### src/rtl/go_pkg.sv
// Shared types for the 9x9 Go board-state owner.
// Cell encoding, coordinates, FSM states and colour helpers.
package go_pkg;

    typedef enum logic [1:0] {
        EMPTY = 2'b00,
        BLACK = 2'b01,
        WHITE = 2'b10
    } cell_t;

    localparam int BOARD_N = 9;

    typedef logic [3:0] coord_t;

    typedef enum logic [3:0] {
        S_IDLE,
        S_CHECK,
        S_PLACE,
        S_CAP_N,
        S_CAP_S,
        S_CAP_W,
        S_CAP_E,
        S_DONE,
        S_REJ
    } state_t;

    function automatic logic [1:0] opponent(input logic [1:0] c);
        return (c == BLACK) ? WHITE : BLACK;
    endfunction

endpackage

### src/rtl/go_capture_check.sv
// Single-stone capture test for one neighbour cell.
// An off-board coordinate (including 4-bit wrap) never captures.
module go_capture_check
    import go_pkg::*;
(
    input  logic [1:0] board [8:0][8:0],
    input  coord_t     nb_row,
    input  coord_t     nb_col,
    input  logic [1:0] mover,
    output logic       captured
);

    coord_t w_rn;
    coord_t w_rs;
    coord_t w_cw;
    coord_t w_ce;

    assign w_rn = nb_row - 4'd1;
    assign w_rs = nb_row + 4'd1;
    assign w_cw = nb_col - 4'd1;
    assign w_ce = nb_col + 4'd1;

    // Opponent stone whose every liberty point is edge or mover stone
    always_comb begin
        captured = 1'b0;
        if ((nb_row <= 4'd8) && (nb_col <= 4'd8)) begin
            if (board[nb_row][nb_col] == opponent(mover)) begin
                captured =
                    ((nb_row == 4'd0) || (board[w_rn][nb_col] == mover)) &&
                    ((nb_row == 4'd8) || (board[w_rs][nb_col] == mover)) &&
                    ((nb_col == 4'd0) || (board[nb_row][w_cw] == mover)) &&
                    ((nb_col == 4'd8) || (board[nb_row][w_ce] == mover));
            end
        end
    end

endmodule

### src/rtl/go_move_commit.sv
// Board-state owner: validates, commits and optionally captures moves.
// Build option: define GO_SINGLE_CAPTURE_EN to enable single-stone capture.
module go_move_commit
    import go_pkg::*;
#(
    parameter logic [1:0] LOCAL_COLOR = 2'b11
) (
    input  logic       clk_in,
    input  logic       reset_n,
    input  logic       move_ready,
    input  logic [7:0] move_in,
    input  logic       pass_req,
    output logic [1:0] board [8:0][8:0],
    output logic [1:0] turn,
    output logic       my_turn,
    output logic       move_ack,
    output logic       move_rej,
    output logic       game_over,
    output logic [7:0] move_count,
    output logic [6:0] black_caps,
    output logic [6:0] white_caps
);

    state_t     r_state;
    state_t     w_next;
    logic [7:0] r_move_q;
    logic [1:0] r_board [8:0][8:0];
    logic [1:0] r_turn;
    logic [1:0] r_pass_cnt;
    logic       r_game_over;
    logic [7:0] r_move_count;
    logic       r_ack;
    logic       r_rej;
    logic       r_my_turn;

    coord_t     w_row;
    coord_t     w_col;
    logic       w_legal;
    logic       w_take_move;
    logic       w_take_pass;
    logic [1:0] w_turn_d;
    logic       w_go_d;
    logic       w_my_turn_d;

    assign w_row = r_move_q[7:4];
    assign w_col = r_move_q[3:0];

    assign w_take_move = (r_state == S_IDLE) && !r_game_over && move_ready;
    assign w_take_pass = (r_state == S_IDLE) && !r_game_over &&
                         !move_ready && pass_req;

    assign w_legal = (w_row <= 4'd8) && (w_col <= 4'd8) &&
                     (r_board[w_row][w_col] == EMPTY);

`ifdef GO_SINGLE_CAPTURE_EN
    logic [6:0] r_black_caps;
    logic [6:0] r_white_caps;
    coord_t     w_nb_row;
    coord_t     w_nb_col;
    logic       w_cap_state;
    logic       w_captured;

    // Neighbour under test for the current capture state
    always_comb begin
        w_nb_row    = w_row;
        w_nb_col    = w_col;
        w_cap_state = 1'b1;
        case (r_state)
            S_CAP_N: w_nb_row = w_row - 4'd1;
            S_CAP_S: w_nb_row = w_row + 4'd1;
            S_CAP_W: w_nb_col = w_col - 4'd1;
            S_CAP_E: w_nb_col = w_col + 4'd1;
            default: w_cap_state = 1'b0;
        endcase
    end

    go_capture_check u_cap (
        .board    (r_board),
        .nb_row   (w_nb_row),
        .nb_col   (w_nb_col),
        .mover    (r_turn),
        .captured (w_captured)
    );

    assign black_caps = r_black_caps;
    assign white_caps = r_white_caps;
`else
    assign black_caps = '0;
    assign white_caps = '0;
`endif

    // Next-state and registered-output targets
    always_comb begin
        w_next = r_state;
        case (r_state)
            S_IDLE: begin
                if (w_take_move) begin
                    w_next = S_CHECK;
                end else if (w_take_pass) begin
                    w_next = S_DONE;
                end
            end
            S_CHECK: w_next = w_legal ? S_PLACE : S_REJ;
`ifdef GO_SINGLE_CAPTURE_EN
            S_PLACE: w_next = S_CAP_N;
            S_CAP_N: w_next = S_CAP_S;
            S_CAP_S: w_next = S_CAP_W;
            S_CAP_W: w_next = S_CAP_E;
            S_CAP_E: w_next = S_DONE;
`else
            S_PLACE: w_next = S_DONE;
`endif
            S_DONE:  w_next = S_IDLE;
            S_REJ:   w_next = S_IDLE;
            default: w_next = S_IDLE;
        endcase
        w_turn_d    = (w_next == S_DONE) ? opponent(r_turn) : r_turn;
        w_go_d      = r_game_over || (w_take_pass && (r_pass_cnt == 2'd1));
        w_my_turn_d = (w_next == S_IDLE) && !w_go_d &&
                      ((LOCAL_COLOR == 2'b11) || (LOCAL_COLOR == w_turn_d));
    end

    // State, board contents, counters and output pulses
    always_ff @(posedge clk_in or negedge reset_n) begin
        if (!reset_n) begin
            r_state  <= S_IDLE;
            r_move_q <= '0;
            for (int r = 0; r < BOARD_N; r++) begin
                for (int c = 0; c < BOARD_N; c++) begin
                    r_board[r][c] <= EMPTY;
                end
            end
            r_turn       <= BLACK;
            r_pass_cnt   <= '0;
            r_game_over  <= 1'b0;
            r_move_count <= '0;
            r_ack        <= 1'b0;
            r_rej        <= 1'b0;
            r_my_turn    <= (LOCAL_COLOR == 2'b11) || (LOCAL_COLOR == BLACK);
`ifdef GO_SINGLE_CAPTURE_EN
            r_black_caps <= '0;
            r_white_caps <= '0;
`endif
        end else begin
            r_state     <= w_next;
            r_ack       <= (w_next == S_DONE);
            r_rej       <= (w_next == S_REJ);
            r_turn      <= w_turn_d;
            r_game_over <= w_go_d;
            r_my_turn   <= w_my_turn_d;
            if (w_take_move) begin
                r_move_q <= move_in;
            end
            if (w_take_pass && (r_pass_cnt != 2'd3)) begin
                r_pass_cnt <= r_pass_cnt + 2'd1;
            end
            if (r_state == S_PLACE) begin
                r_board[w_row][w_col] <= r_turn;
                r_pass_cnt            <= '0;
                if (r_move_count != 8'hFF) begin
                    r_move_count <= r_move_count + 8'd1;
                end
            end
`ifdef GO_SINGLE_CAPTURE_EN
            if (w_cap_state && w_captured) begin
                r_board[w_nb_row][w_nb_col] <= EMPTY;
                if (r_turn == BLACK) begin
                    if (r_black_caps != 7'h7F) begin
                        r_black_caps <= r_black_caps + 7'd1;
                    end
                end else begin
                    if (r_white_caps != 7'h7F) begin
                        r_white_caps <= r_white_caps + 7'd1;
                    end
                end
            end
`endif
        end
    end

    assign board      = r_board;
    assign turn       = r_turn;
    assign my_turn    = r_my_turn;
    assign move_ack   = r_ack;
    assign move_rej   = r_rej;
    assign game_over  = r_game_over;
    assign move_count = r_move_count;

endmodule

### config.mk
export PLATFORM = sky130hd
export DESIGN_NAME = go_move_commit
export DESIGN_NICKNAME = d
export VERILOG_FILES = /design/src/rtl/go_pkg.sv /design/src/rtl/go_capture_check.sv /design/src/rtl/go_move_commit.sv
export SDC_FILE = /design/constraint.sdc
export NUM_CORES = 1
export LEC_CHECK = 0
export ABC_AREA = 1
export CORE_MARGIN = 3
export CORE_UTILIZATION = 50
export DETAILED_ROUTE_END_ITERATION = 10
export PLACE_DENSITY = 0.8
export SYNTH_ARGS = -nofsm -noshare
export SYNTH_HDL_FRONTEND = slang
export SYNTH_SLANG_ARGS = --single-unit
### constraint.sdc
create_clock -name clk_in -period 2.1 [get_ports clk_in]
set_input_delay 0.21 -clock clk_in [delete_from_list [all_inputs] [get_ports clk_in]]
set_output_delay 0.21 -clock clk_in [all_outputs]
set_load 0.03 [all_outputs]
==> metrics <==
critical path endpoint category flop; First-pass DRT Iterations 6; routed via count 8165; ant diodes 0; CP Cell Sequence nand2_2 -> buf_6 -> nor2_1 -> nor2_2 -> nand3_1 -> nand2_1 -> nand3_1 -> nand2_1 -> nand2_1 -> o21ai_1 -> nand3_1 -> nand2_1 -> inv_1; synthesis-to-layout area growth 33.6%; cell leakage power 4.99 nW; largest net degree at the start of global routing 83; share of layout cells above drive strength 1 8.63%; Net Switching 4.67 mW; Setup CP Type flop to flop; initial core utilization 51.3%; # rows 47; drt wl/cell 18.8 um; post-detailed-placement half-perimeter wirelength 19600 um; Via density 5.64; # Max-Cap Violations 0; final setup fails 0; Final Hold Viols 0; first-pass GRT wire length 42100 um; combinational share of power 34.9%; GPL Wtd Cong 0.982; worst-margin pin slew 0.505 ns; Sw Share 39.8%; Cell Area, Placed 10800 sq um; Skew-Pair Late Insertion Delay 0.44 ns; worst path required time 2.44 ns; die area 18600 sq um; 1st-iter DRT viols 898; CTS tree done; Cell Count, Final, Fillers Out 1448; sequential area share after synthesis 56.0%; most common cell after layout, fill and taps aside nand2_1; status finished clean; Tcrit/Tclk final 93.7%; NumNets Final 1230; TritonCTS Buffers 17; synthesized flop and latch total 190; total detailed-routing wirelength 27200 um; commonest cells after routing, fill and taps aside 292 x nand2_1, 188 x o21ai_0, 186 x dfrtp_1, 186 x clkdlybuf4s50_1, 122 x nor2_1; Synth cell types 34; cell repeated most along the worst path nand2_1; arrival time of the worst setup path 2.31 ns; clock sink total 190; core area 16600 sq um; RSZ-0062 raised after global routing false; Gate Count Post-Synth 1003; Max Clock Freq 508 MHz; Max VDD drop 0.000757 V; die width 136 um; Max Root-Sink Buffers 2; Worst Hold Class input port to async pin; startpoint class of the critical path flop; total power 11.7 mW; # DRC 0; post-route cell area 11400 sq um; antenna violations before repair 0; placed cells 1414; sequential power share 39.3%; H-tree depth 4; CP Max Fanout 13; Setup Skew 0.00589 ns; GRT Residual Overflow 0; Post-synth ARST share 100%; Post-synth EDFFs 0; Die H 136 um; # IOs 202; Yosys warnings 0; max-slew violation count 0; Power Density 1030 nW/um^2; ys flop type dfrtp_1; Clock power frac 25.8%; Cell Area, Synth 8500 sq um; Mapped Avg Cell Area 8.47 sq um; All-Layer GR Usage 29.8%; Power Internal 7.06 mW; Final ANT Viol Nets 0; crit path max-delay cell type dfrtp_2; post-route minimum period 1.97 ns; worst rel slew slack 66.3%; vias in the first global route 7739; Worst-path clk slew 0.07 ns; CTS root buffer clkbuf_16; Critical Path Max Stage Delay 0.47 ns; Port Buffer Count 187
-- logic make-up after synthesis --
family	Yosys count	share of synthesized area, %
other	1	0.0441
flip-flops	190	56.0
XOR/XNOR	7	0.721
AO/OA/AOI/OAI	211	12.5
AND/OR/NAND/NOR	512	25.5
multiplexers	2	0.265
adder cells (fa/ha/maj)	3	0.442
buffers and inverters	77	4.50
-- sequential cells by signal, summed over array words and instances, names as in the netlist --
register    cells
move_rej        1
r_pass_cnt      2
move_count      8
my_turn         1
turn            2
r_move_q        8
r_state         4
board         162
move_ack        1
game_over       1
-- routing by layer --
metal / vias up / share of wire, % / track usage [%]
met1: 3897 / 41 / 41.6
met5: - / 0 / 0
met2: 501 / 46 / 45.1
met4: 0 / 3.6 / 13.1
met3: 71 / 10 / 6.55
li1: 3696 / - / -
-- timing repair --
item / CTS / global route
setup endpoints to repair: 2 / 3
resized for setup: 1 / 4
hold buffers: 1 / 0
hold endpoints to repair: 48 / 0
buffers inserted: 0 / 1
-- synth_stat cells (2+ instances only) --
| master | n | area [sq um] |
|---|---|---|
| nand2_1 | 292 | 1100 |
| dfrtp_1 | 188 | 4700 |
| o21ai_0 | 188 | 941 |
| nor2_1 | 124 | 465 |
| nand3_1 | 64 | 320 |
| inv_1 | 27 | 101 |
| clkbuf_1 | 18 | 67.6 |
| buf_4 | 17 | 128 |
| nor2_2 | 13 | 81.3 |
| a21oi_1 | 10 | 50.1 |
| o21ai_1 | 10 | 50.1 |
| buf_2 | 8 | 40.0 |
| xor2_1 | 5 | 43.8 |
| ha_1 | 3 | 37.5 |
| nand2_4 | 3 | 33.8 |
| nand4_1 | 3 | 18.8 |
| nor3_1 | 3 | 15.0 |
| nor3_4 | 3 | 48.8 |
| buf_6 | 2 | 22.5 |
| dfstp_2 | 2 | 52.6 |
| inv_2 | 2 | 7.51 |
| inv_4 | 2 | 12.5 |
| mux2_2 | 2 | 22.5 |
| nand2_2 | 2 | 12.5 |
| nor4_4 | 2 | 42.5 |
| xnor2_1 | 2 | 17.5 |
-- worst paths after layout --
kind | from | end | slack [ns] | cells past startpoint
setup reg to reg | r_move_q[5] | r_state[3] | 0.13 | 13
hold reg to reg | board[22] | board[22] | 0.51 | 2
setup / recovery | r_move_q[5] | r_state[3] | 0.13 | 13
max in group asynchronous | reset_n | board[139] | 1.04 | 3
min in group clk_in | move_in[2] | r_move_q[2] | 0.38 | 3
hold / removal | reset_n | board[47] | 0.30 | 2
-- metrics by stage --
stage | worst slack [ns] | TNS [ns] | util, % | hold slack [ns]
6_report | 0.132 | 0 | 68.5 | 0.295
2_1_floorplan | 0.363 | 0 | - | -0.0856
3_5_place_dp | -0.0322 | -0.0620 | 65.0 | 0.203
3_3_place_gp | 0.0176 | 0 | 65.0 | 0.201
5_1_grt | 0.0188 | 0 | 68.5 | 0.327
4_1_cts | 0.0281 | 0 | 68.4 | 0.323
-- power groups by stage --
stage / Clock, mW / Combinational [mW] / Sequential (mW)
global route: 3.20 / 4.36 / 4.66
detailed placement: 0 / 4.00 / 4.67
global placement: 0 / 3.93 / 4.67
CTS: 3.04 / 4.02 / 4.61
finish: 3.03 / 4.09 / 4.61
floorplan: 0 / 1.89 / 5.07
-- worst max-delay path: cells and delay by family, from the launching register on --
family	cells	cell delay [ns]
AO/OA/AOI/OAI	1	0.16
buffers and inverters	2	0.22
flip-flops	1	0.47
AND/OR/NAND/NOR	10	1.01
-- cell type report --
cell class                      count  area (sq um)
Clock buffer                       21           450
Tap cell                          220           275
Inverter                           32           125
Clock inverter                     11          93.8
Timing Repair Buffer              225          2240
Fill cell                        1304          5230
Sequential cell                   190          4760
Multi-Input combinational cell    749          3410
(Power assumes the default switching activity.)
